[src/rtl/shift_seq_ctrl_if.sv]
// shift_seq_ctrl_if: command handshake bundle between a host and the
// shift-register sequencer.
//   cmd_valid / cmd_ready : valid/ready handshake (accept on valid & ready)
//   cmd_op                : 00 hold, 01 shift right, 10 shift left, 11 load
//   cmd_cnt               : shift count (saturates to WIDTH in the sequencer)
//   cmd_fill              : serial fill bit (rotate select when rotate is built in)
//   cmd_data              : parallel load value
// master = host side, slave = sequencer side.
interface shift_seq_ctrl_if #(
  parameter int WIDTH = 8,
  parameter int CNT_W = 4
);
  logic             cmd_valid;
  logic             cmd_ready;
  logic [1:0]       cmd_op;
  logic [CNT_W-1:0] cmd_cnt;
  logic             cmd_fill;
  logic [WIDTH-1:0] cmd_data;

  modport master (
    output cmd_valid, cmd_op, cmd_cnt, cmd_fill, cmd_data,
    input  cmd_ready
  );

  modport slave (
    input  cmd_valid, cmd_op, cmd_cnt, cmd_fill, cmd_data,
    output cmd_ready
  );
endinterface

[src/rtl/shift_seq_ctrl.sv]
// shift_seq_ctrl: one-command-at-a-time sequencer for a universal shift
// register (hold / shift right / shift left / parallel load).
// Ports:
//   CLK, CLRb : clock (rising edge) and async active-low reset
//   cmd       : command handshake (shift_seq_ctrl_if.slave)
//   abort     : terminate the active shift after the current cycle
//   sr_q      : shift-register contents (rotate feature only)
//   s         : mode select to the register (cmd_op encoding)
//   SDL, SDR  : left / right serial inputs
//   D         : parallel load data
//   busy, done, aborted : status; done is a one-cycle pulse, aborted valid with done
// Optional feature: define SHIFT_SEQ_ROTATE_EN to make cmd_fill = 1 on a
// shift select rotate instead of a constant fill.
// All outputs are registered from the next-state decode.
module shift_seq_ctrl #(
  parameter int WIDTH = 8,
  parameter int CNT_W = 4
) (
  input  logic             CLK,
  input  logic             CLRb,
  shift_seq_ctrl_if.slave  cmd,
  input  logic             abort,
  input  logic [WIDTH-1:0] sr_q,
  output logic [1:0]       s,
  output logic             SDL,
  output logic             SDR,
  output logic [WIDTH-1:0] D,
  output logic             busy,
  output logic             done,
  output logic             aborted
);

  typedef enum logic [1:0] {IDLE, LOAD, SHIFT, DONE} state_t;

  localparam logic [1:0] OP_HOLD  = 2'b00;
  localparam logic [1:0] OP_RIGHT = 2'b01;
  localparam logic [1:0] OP_LEFT  = 2'b10;
  localparam logic [1:0] OP_LOAD  = 2'b11;
  localparam logic [CNT_W-1:0] CNT_MAX = CNT_W'(WIDTH);

  state_t           state_q, state_d;
  logic [CNT_W-1:0] cnt_q, cnt_d;
  logic [1:0]       op_q, op_d;
  logic             fill_q, fill_d;
  logic [1:0]       s_q, s_d;
  logic             sdl_q, sdl_d, sdr_q, sdr_d;
  logic [WIDTH-1:0] d_q, d_d;
  logic             busy_q, done_q, aborted_q, aborted_d, ready_q;
  logic             accept, bit_l, bit_r;

  assign accept = cmd.cmd_valid & ready_q;

  // Serial bit for the cycle after this edge.
`ifdef SHIFT_SEQ_ROTATE_EN
  // Outputs are registered, so the rotate bit is taken from the register
  // value it will hold after this edge: if a shift happens on this edge the
  // bit that will sit at the end is one position further in.
  always_comb begin
    if (state_q == SHIFT) begin
      bit_r = fill_d ? sr_q[1]       : 1'b0;
      bit_l = fill_d ? sr_q[WIDTH-2] : 1'b0;
    end else begin
      bit_r = fill_d ? sr_q[0]       : 1'b0;
      bit_l = fill_d ? sr_q[WIDTH-1] : 1'b0;
    end
  end
`else
  logic sr_unused;
  assign sr_unused = ^sr_q;
  assign bit_r     = fill_d;
  assign bit_l     = fill_d;
`endif

  always_comb begin
    state_d   = state_q;
    cnt_d     = cnt_q;
    op_d      = op_q;
    fill_d    = fill_q;
    aborted_d = 1'b0;
    d_d       = d_q;
    case (state_q)
      IDLE: if (accept) begin
        op_d   = cmd.cmd_op;
        fill_d = cmd.cmd_fill;
        cnt_d  = (cmd.cmd_cnt > CNT_MAX) ? CNT_MAX : cmd.cmd_cnt;
        if (cmd.cmd_op == OP_LOAD) begin
          state_d = LOAD;
          d_d     = cmd.cmd_data;
        end else if (cmd.cmd_op != OP_HOLD && cmd.cmd_cnt != '0) begin
          state_d = SHIFT;
        end else begin
          state_d = DONE;
        end
      end
      LOAD:  state_d = DONE;
      SHIFT: begin
        cnt_d = cnt_q - 1'b1;
        if (abort) begin
          state_d   = DONE;
          aborted_d = 1'b1;
        end else if (cnt_q == CNT_W'(1)) begin
          state_d = DONE;
        end
      end
      DONE:    state_d = IDLE;
      default: state_d = IDLE;
    endcase

    s_d   = OP_HOLD;
    sdl_d = 1'b0;
    sdr_d = 1'b0;
    if (state_d == LOAD) s_d = OP_LOAD;
    if (state_d == SHIFT) begin
      s_d   = op_d;
      sdr_d = (op_d == OP_RIGHT) & bit_r;
      sdl_d = (op_d == OP_LEFT)  & bit_l;
    end
  end

  always_ff @(posedge CLK or negedge CLRb) begin
    if (!CLRb) begin
      state_q   <= IDLE;
      cnt_q     <= '0;
      op_q      <= OP_HOLD;
      fill_q    <= 1'b0;
      s_q       <= OP_HOLD;
      sdl_q     <= 1'b0;
      sdr_q     <= 1'b0;
      d_q       <= '0;
      busy_q    <= 1'b0;
      done_q    <= 1'b0;
      aborted_q <= 1'b0;
      ready_q   <= 1'b1;
    end else begin
      state_q   <= state_d;
      cnt_q     <= cnt_d;
      op_q      <= op_d;
      fill_q    <= fill_d;
      s_q       <= s_d;
      sdl_q     <= sdl_d;
      sdr_q     <= sdr_d;
      d_q       <= d_d;
      busy_q    <= (state_d != IDLE);
      done_q    <= (state_d == DONE);
      aborted_q <= aborted_d;
      ready_q   <= (state_d == IDLE);
    end
  end

  assign s             = s_q;
  assign SDL           = sdl_q;
  assign SDR           = sdr_q;
  assign D             = d_q;
  assign busy          = busy_q;
  assign done          = done_q;
  assign aborted       = aborted_q;
  assign cmd.cmd_ready = ready_q;

endmodule

[src/flat_wrapper.sv]
// flat-port wrapper written by rule: the top's interface ports become plain ports
module shift_seq_ctrl_flat 
#(
  parameter int WIDTH = 8,
  parameter int CNT_W = 4
)
  (CLK, CLRb, abort, sr_q, s, SDL, SDR, D, busy, done, aborted, cmd_cmd_valid, cmd_cmd_op, cmd_cmd_cnt, cmd_cmd_fill, cmd_cmd_data, cmd_cmd_ready);
  shift_seq_ctrl_if #(.WIDTH(WIDTH), .CNT_W(CNT_W)) cmd_i ();
  input  logic CLK;
  input  logic CLRb;
  input  logic abort;
  input  logic [WIDTH-1:0] sr_q;
  output logic [1:0] s;
  output logic SDL;
  output logic SDR;
  output logic [WIDTH-1:0] D;
  output logic busy;
  output logic done;
  output logic aborted;
  input wire logic [$bits(cmd_i.cmd_valid)-1:0] cmd_cmd_valid;
  input wire logic [$bits(cmd_i.cmd_op)-1:0] cmd_cmd_op;
  input wire logic [$bits(cmd_i.cmd_cnt)-1:0] cmd_cmd_cnt;
  input wire logic [$bits(cmd_i.cmd_fill)-1:0] cmd_cmd_fill;
  input wire logic [$bits(cmd_i.cmd_data)-1:0] cmd_cmd_data;
  output wire logic [$bits(cmd_i.cmd_ready)-1:0] cmd_cmd_ready;
  assign cmd_i.cmd_valid = cmd_cmd_valid;
  assign cmd_i.cmd_op = cmd_cmd_op;
  assign cmd_i.cmd_cnt = cmd_cmd_cnt;
  assign cmd_i.cmd_fill = cmd_cmd_fill;
  assign cmd_i.cmd_data = cmd_cmd_data;
  assign cmd_cmd_ready = cmd_i.cmd_ready;
  shift_seq_ctrl #(.WIDTH(WIDTH), .CNT_W(CNT_W)) u_core (.CLK(CLK), .CLRb(CLRb), .cmd(cmd_i), .abort(abort), .sr_q(sr_q), .s(s), .SDL(SDL), .SDR(SDR), .D(D), .busy(busy), .done(done), .aborted(aborted));
endmodule
[config.mk]
export PLATFORM = sky130hd
export DESIGN_NAME = shift_seq_ctrl_flat
export DESIGN_NICKNAME = d
export VERILOG_FILES = /design/src/rtl/shift_seq_ctrl_if.sv /design/src/rtl/shift_seq_ctrl.sv /design/src/flat_wrapper.sv
export SDC_FILE = /design/constraint.sdc
export NUM_CORES = 1
export LEC_CHECK = 0
export ABC_AREA = 1
export BUFFER_PORTS_ARGS = -buffer_cell sky130_fd_sc_hd__buf_4
export CAP_MARGIN = 20
export CORE_UTILIZATION = 55
export CTS_BUF_LIST = sky130_fd_sc_hd__clkbuf_8
export CTS_CLUSTER_DIAMETER = 200
export CTS_CLUSTER_SIZE = 12
export DETAILED_ROUTE_END_ITERATION = 8
export MAX_ROUTING_LAYER = met4
export PLACE_DENSITY = 0.87
export SETUP_SLACK_MARGIN = 0.4
export SLEW_MARGIN = 10
export SYNTH_ARGS = -nofsm -noshare
export SYNTH_HDL_FRONTEND = slang
export SYNTH_SLANG_ARGS = --single-unit
export TNS_END_PERCENT = 1
[constraint.sdc]
create_clock -name CLK -period 3.4 [get_ports CLK]
set_clock_uncertainty 0.05 [all_clocks]
set_input_delay 0.51 -clock CLK [delete_from_list [all_inputs] [get_ports CLK]]
set_output_delay 0.51 -clock CLK [all_outputs]
set_load 0.005 [all_outputs]
==> flow_summary.toml, run 1 <==
[pwr]
irDropWorstVdd_uv = 562
power.density_nw_per_um2 = 844
p_leak_uw = 0.000835

[placed_design]
hpwl_um = 1960
port_buffers = 34
gp_congestion = 0.781

[sta]
period_share_pct = 48.6
max_freq_mhz = 605
totalNegativeSetupSlack_ps = 0
hold_violations = 0
setup_viol = 0
period_minus_slack_ps = 1650
maxSlewViolCount = 0
tightest_slew_ps = 315
slew_headroom_pct = 79.0
timing.hold.ws_ps = 75.5
rsz0062_at_grt = "false"

[grt]
grt_max_degree = 26
antenna_found_initial = 0
track_usage_pct = 23.2
grt_overflow = 0
grt_pass1_vias = 945
grt_pass1_wl_um = 4060

[setup_path]
max_stage_delay_ps = 370
regToRegStartpoint = "u_core.state_q[0]"
worstSetupStartpointType = "flop"
r2r_end = "u_core.D[7]"
crit_chain = "inv_1, ha_1, nand2_4, nor2_8, mux2_2"
slowest_stage = "dfrtp_1"
critPathMaxFanout = 8
r2r_slack_ps = 1750
critPathArrivalTime_ps = 1760
rr_worst_depth = 5
path_class = "flop to flop"
required_ps = 3510
worstSetupEndpointType = "flop"

[clock_network]
hold_buffers = 0
htreeDepth = 1
cts_made_buffers = 3
root_buffer = "clkbuf_8"
clkTransAtPathRegs_ps = 80
cts.sinks = 25
clk_latency_ps = 270
post_cts_buffers = 0
cts_buffer_depth = 2
cts_resized = 0
tritoncts = "done"

[detailed_routing]
vias = 968
routed_via_density = 5.23
wl_um = 2470
drc = 0
antenna_left = 0
first_pass_iters = 4
wl_per_cell_um = 13.4
drt-initial-drc-count = 12

[die]
fp-row-count = 16
die_h_um = 49.1
ios = 43
start_util_pct = 60.4
coreArea_um2 = 2020
die-area_um2 = 2410
die_w_um = 49.1

[synthesis]
synthesis.area_um2 = 1220
syn_area_per_cell_um2 = 10.2
yosys.cell_types.count = 24
synth_nets = 152
synthCells = 120
ys_warn_count = 0
ys_ff_latch = 25
synth-seq-area-share_pct = 51.3

[min_path]
hold_path_class = "primary input to asynchronous set/reset pin"

[flow_run]
drv_cap = 0

[finish]
drive_gt1_share_pct = 43.7
fillers = 140
diodes = 0
syn_to_final_growth_pct = 27.5
finalNetCount = 191

[status]
outcome = "complete, no violations"
[stage by stage]
stage	setup slack, ps	cells	cell area [um2]	power, uW	utilization, %
after floorplan	1920	120	1220	921	-
after global routing	1680	185	1560	1410	77.0
after global placement	1830	181	1510	1100	74.7
final	1750	185	1560	1310	77.0
after CTS	1760	185	1560	1320	77.0
after detailed placement	1770	181	1510	1150	74.7
[worst max-delay path, delay by kind of cell, from the launching register on]
family | cells | cell delay [ps]
multiplexers | 1 | 370
flip-flops | 1 | 370
AND/OR/NAND/NOR | 2 | 320
adder cells (fa/ha/maj) | 1 | 290
buffers and inverters | 1 | 150
[kinds of logic (layout without fill, tap and decap cells)]
group,after synthesis,after routing,synth area share (%)
fa+ha+maj,5,5,5.12
xor+xnor,2,2,1.43
buf+inv,17,55,5.64
compound gates,14,14,7.79
simple gates,49,49,21.3
flops,25,25,51.3
mux,8,8,7.38
[cell usage in the layout (no fill, tap or decap), types with 3 or more instances in the layout]
master    count
buf_4        34
nand2_1      26
dfrtp_1      24
inv_1        11
mux2_2        8
o21ai_0       7
nor2_1        6
inv_2         5
ha_1          5
nand2_2       4
nand2_4       3
o21ai_2       3
nand3_1       3
clkbuf_8      3
[state kept, by name, summed over array words and instances, names as in the netlist]
name	count
u_core.s	2
u_core.aborted	1
u_core.done	1
u_core.state_q	2
u_core.op_q	2
u_core.busy	1
u_core.SDR	1
u_core.cnt_q	4
u_core.D	8
u_core.SDL	1
u_core.fill_q	1
u_core.cmd.cmd_ready	1
[power by group]
| part | leakage [uW] | switching (uW) | internal (uW) | total, uW |
|---|---|---|---|---|
| clock | 0.0000255 | 92.8 | 82.0 | 175 |
| sequential | 0.000317 | 60.0 | 423 | 483 |
| combinational | 0.000493 | 374 | 282 | 655 |
[Yosys cell counts]
library cell  count  share of area, %
inv_1            11               3.4
nand2_4           3               2.8
nand3_1           3               1.2
o21ai_4           1               1.3
clkinv_4          1              0.72
inv_2             5               1.5
xor2_1            1              0.72
dfstp_2           1               2.2
dfrtp_1          24                49
o21ai_0           7               2.9
a22oi_1           1              0.61
nand2_2           4               2.0
nand4_1           2               1.0
nor2_8            1               1.6
mux2_2            8               7.4
o21ai_2           3               2.2
ha_1              5               5.1
nor2_4            1              0.92
nor2_2            2               1.0
nand3_2           1              0.82
nand2_1          26               8.0
xnor2_1           1              0.72
a21oi_1           2              0.82
nor2_1            6               1.8
[per-layer routing]
layer  track usage, %  wire [um]  vias up
li1                 -          -      459
met1             25.2        944      467
met2             42.0       1370       33
met3             5.30        130        9
met4             6.37         34        0
met5                -          0        -
[layout make-up]
type                            count  area, um2  area share [%]
Inverter                           17       68.8            4.42
Tap cell                           27       33.8            2.17
Sequential cell                    25        627            40.3
Clock buffer                        3       41.3            2.65
Multi-Input combinational cell     78        526            33.8
Timing Repair Buffer               34        255            16.4
Clock inverter                      1       5.00           0.322
[worst max path at each step]
stage	end	cells past startpoint	from
after floorplan	u_core.D[0]	5	u_core.state_q[0]
after detailed placement	u_core.D[7]	5	u_core.state_q[0]
after global routing	u_core.cnt_q[3]	8	u_core.state_q[0]
after global placement	u_core.D[6]	5	u_core.state_q[0]
final	u_core.D[7]	5	u_core.state_q[0]
after CTS	u_core.D[1]	5	u_core.state_q[0]
No activity file was read; power rests on OpenSTA's default activity.
==> inputs of run 2 (changes only) <==
ABC_AREA = 0   (was 1)
CORE_UTILIZATION = 45   (was 55)
PLACE_DENSITY = 0.77   (was 0.87)
clock period = 1.4 ns   (was 3.4 ns; I/O delays follow)
==> run 2 against run 1 <==
The run now ends with negative setup slack left; critical path depth did not move; hold slack improved by 42 ps; first-iteration DRC count fell by 8.3%; largest cell class unchanged; utilization fell by 2.3 points; synthesized cell count fell by 20%; highest routed layer unchanged; global-route usage fell by 2.1 points; routed wire length fell by 0.16%; cell count fell by 0.54%; flip-flop and latch count did not move; critical path type unchanged.
==> flow_summary.toml, run 2 <==
[detailed_routing]
wl_per_cell_um = 13.4
drc = 0
wl_um = 2470
routed_via_density = 5.03
antenna_left = 0
drt-initial-drc-count = 11
vias = 926
first_pass_iters = 3

[clock_network]
htreeDepth = 1
root_buffer = "clkbuf_8"
cts.sinks = 25
tritoncts = "done"
clkTransAtPathRegs_ps = 80
cts_buffer_depth = 2
clk_latency_ps = 270
cts_made_buffers = 3

[synthesis]
ys_warn_count = 0
yosys.area.top_type = "dfrtp_1"
synth_nets = 128
syn_area_per_cell_um2 = 12.1
synth-seq-area-share_pct = 53.9
synth_edf_count = 0
yosys.cell_types.count = 30
yosys-top-cells-area = "dfrtp_1 (52%), mux2_2 (7.7%), ha_1 (5.4%)"
synth_top_area_share_pct = 51.6
synthCells = 96
synthMostInstantiatedCell = "dfrtp_1"
synthesis.area_um2 = 1160
synth_flop_cell = "dfrtp_1"
yosys-top-cells-count = "dfrtp_1 (24), inv_1 (10), mux2_2 (8)"
synthArstFlopShare_pct = 100
ys_ff_latch = 25

[setup_path]
path_class = "flop to flop"
r2r_end = "u_core.s[0]"
rr_worst_depth = 5
r2r_slack_ps = -190
setup.worst_path.end = "u_core.s[0]"
cp.depth = 5
cp_common_cell = "buf_4"
critPathMaxFanout = 8
critPathArrivalTime_ps = 1700
crit_chain = "buf_4, buf_4, mux2i_2, o22ai_4, mux2_4"
max_stage_delay_ps = 400
regToRegStartpoint = "u_core.state_q[1]"
worstSetupStartpointType = "flop"
critPathBufInv = 2
required_ps = 1510
critPathLaunch = "u_core.state_q[1]"
path_delay_family = "multiplexers"
worstSetupEndpointType = "flop"
slowest_stage = "dfrtp_1"

[sta]
tightest_slew_ps = 335
max_freq_mhz = 627
maxSlewViolCount = 0
timing.hold.ws_ps = 118
totalNegativeSetupSlack_ps = -2290
hold_violations = 0
period_share_pct = 114
period_minus_slack_ps = 1590
worst_slack_ps = -195
setup_viol = 18
slew_headroom_pct = 77.7
rsz0062_at_grt = "true"

[pwr]
power.density_nw_per_um2 = 2280
total_power_uw = 4190
irDropWorstVdd_uv = 1550
p_leak_uw = 0.000891

[die]
die-area_um2 = 2790
die_w_um = 52.9
die_h_um = 52.9
start_util_pct = 47.4
ios = 43
fp-row-count = 18
coreArea_um2 = 2450

[grt]
grt_pass1_wl_um = 4090
grt_overflow = 0
antenna_found_initial = 0
track_usage_pct = 21.1
grt_max_degree = 26
grt_pass1_vias = 983

[finish]
diodes = 0
largest_reg_flops = 8
final_common_cell = "buf_4"
drive_gt1_share_pct = 57.8
syn_to_final_growth_pct = 57.5
fillers = 161
post-route-util_pct = 74.7
finalNetCount = 187
layout.cells.most_common_list = "buf_4 (37), dfrtp_1 (24), buf_6 (17)"

[status]
outcome = "finished, violations left"
violations = "negative setup slack"

[placed_design]
port_buffers = 34
dp_worst_setup_slack_ps = -411
gp_congestion = 0.793
hpwl_um = 1830

[flow_run]
drv_cap = 0

[min_path]
hold_path_class = "primary input to flop"
[run 2: worst min-delay path by stage]
| stage | end | slack, ps | startpoint | cells past startpoint |
|---|---|---|---|---|
| final | u_core.aborted | 120 | abort | 2 |
| after global routing | u_core.D[3] | 120 | cmd_cmd_data[3] | 2 |
| after CTS | u_core.aborted | 110 | abort | 2 |
| after detailed placement | u_core.D[3] | 80 | CLRb | 1 |
| after global placement | u_core.D[3] | 70 | CLRb | 1 |
| after floorplan | u_core.D[0] | -140 | CLRb | 0 |
[run 2: where the power goes]
| group | switching (uW) | total (uW) | internal [uW] |
|---|---|---|---|
| logic | 1040 | 2510 | 1470 |
| registers | 194 | 1260 | 1070 |
| clock network | 220 | 416 | 196 |
| total | 1450 | 4190 | 2730 |
[run 2: final cells by class]
class                      count  area, um2  area share [%]
inverter                      10       37.5            2.05
multi-input combinational     60        607            33.1
timing repair buffer          55        479            26.1
tap                           30       37.5            2.05
clock buffer                   3       41.3            2.25
clock inverter                 1       3.75           0.205
sequential                    25        627            34.2
[run 2: cell families after synthesis]
| group | share of synthesized area, % |
|---|---|
| muxes | 15.5 |
| DFF | 53.9 |
| adders and majority gates | 5.38 |
| xor gates and xnor gates | 0.753 |
| buffers and inverters | 3.55 |
| and+or+nand+nor | 10.8 |
| AOI/OAI and AO/OA | 10.2 |
[run 2: worst reg2reg max path, cell delays in order, from the launching register on]
cell and delay, ps:
dfrtp_1 400, buf_4 150, buf_4 130, mux2i_2 150, o22ai_4 260, mux2_4 340
[run 2: per-stage QoR]
step	instances	area, um2
6_report	184	1830
5_1_grt	184	1830
4_1_cts	184	1820
3_5_place_dp	178	1620
3_3_place_gp	178	1620
2_1_floorplan	96	1190
[run 2: metal layers]
| layer | share of wire [%] | vias to the layer above | track usage, % | wire (um) |
|---|---|---|---|---|
| li1 | - | 456 | - | - |
| met1 | 40 | 443 | 22.4 | 986 |
| met2 | 55 | 23 | 38.8 | 1350 |
| met3 | 4.5 | 4 | 3.45 | 111 |
| met4 | 0.81 | 0 | 7.89 | 20 |
| met5 | 0 | - | - | 0 |
[run 2: what timing repair did]
| action | in CTS | in global routing |
|---|---|---|
| buffers inserted | 1 | 0 |
| resized for setup | 32 | 3 |
| pin swaps | 9 | 1 |
| endpoints found under the hold margin | 24 | 0 |
| hold buffers | 1 | 0 |
| endpoints found under the setup margin | 41 | 41 |
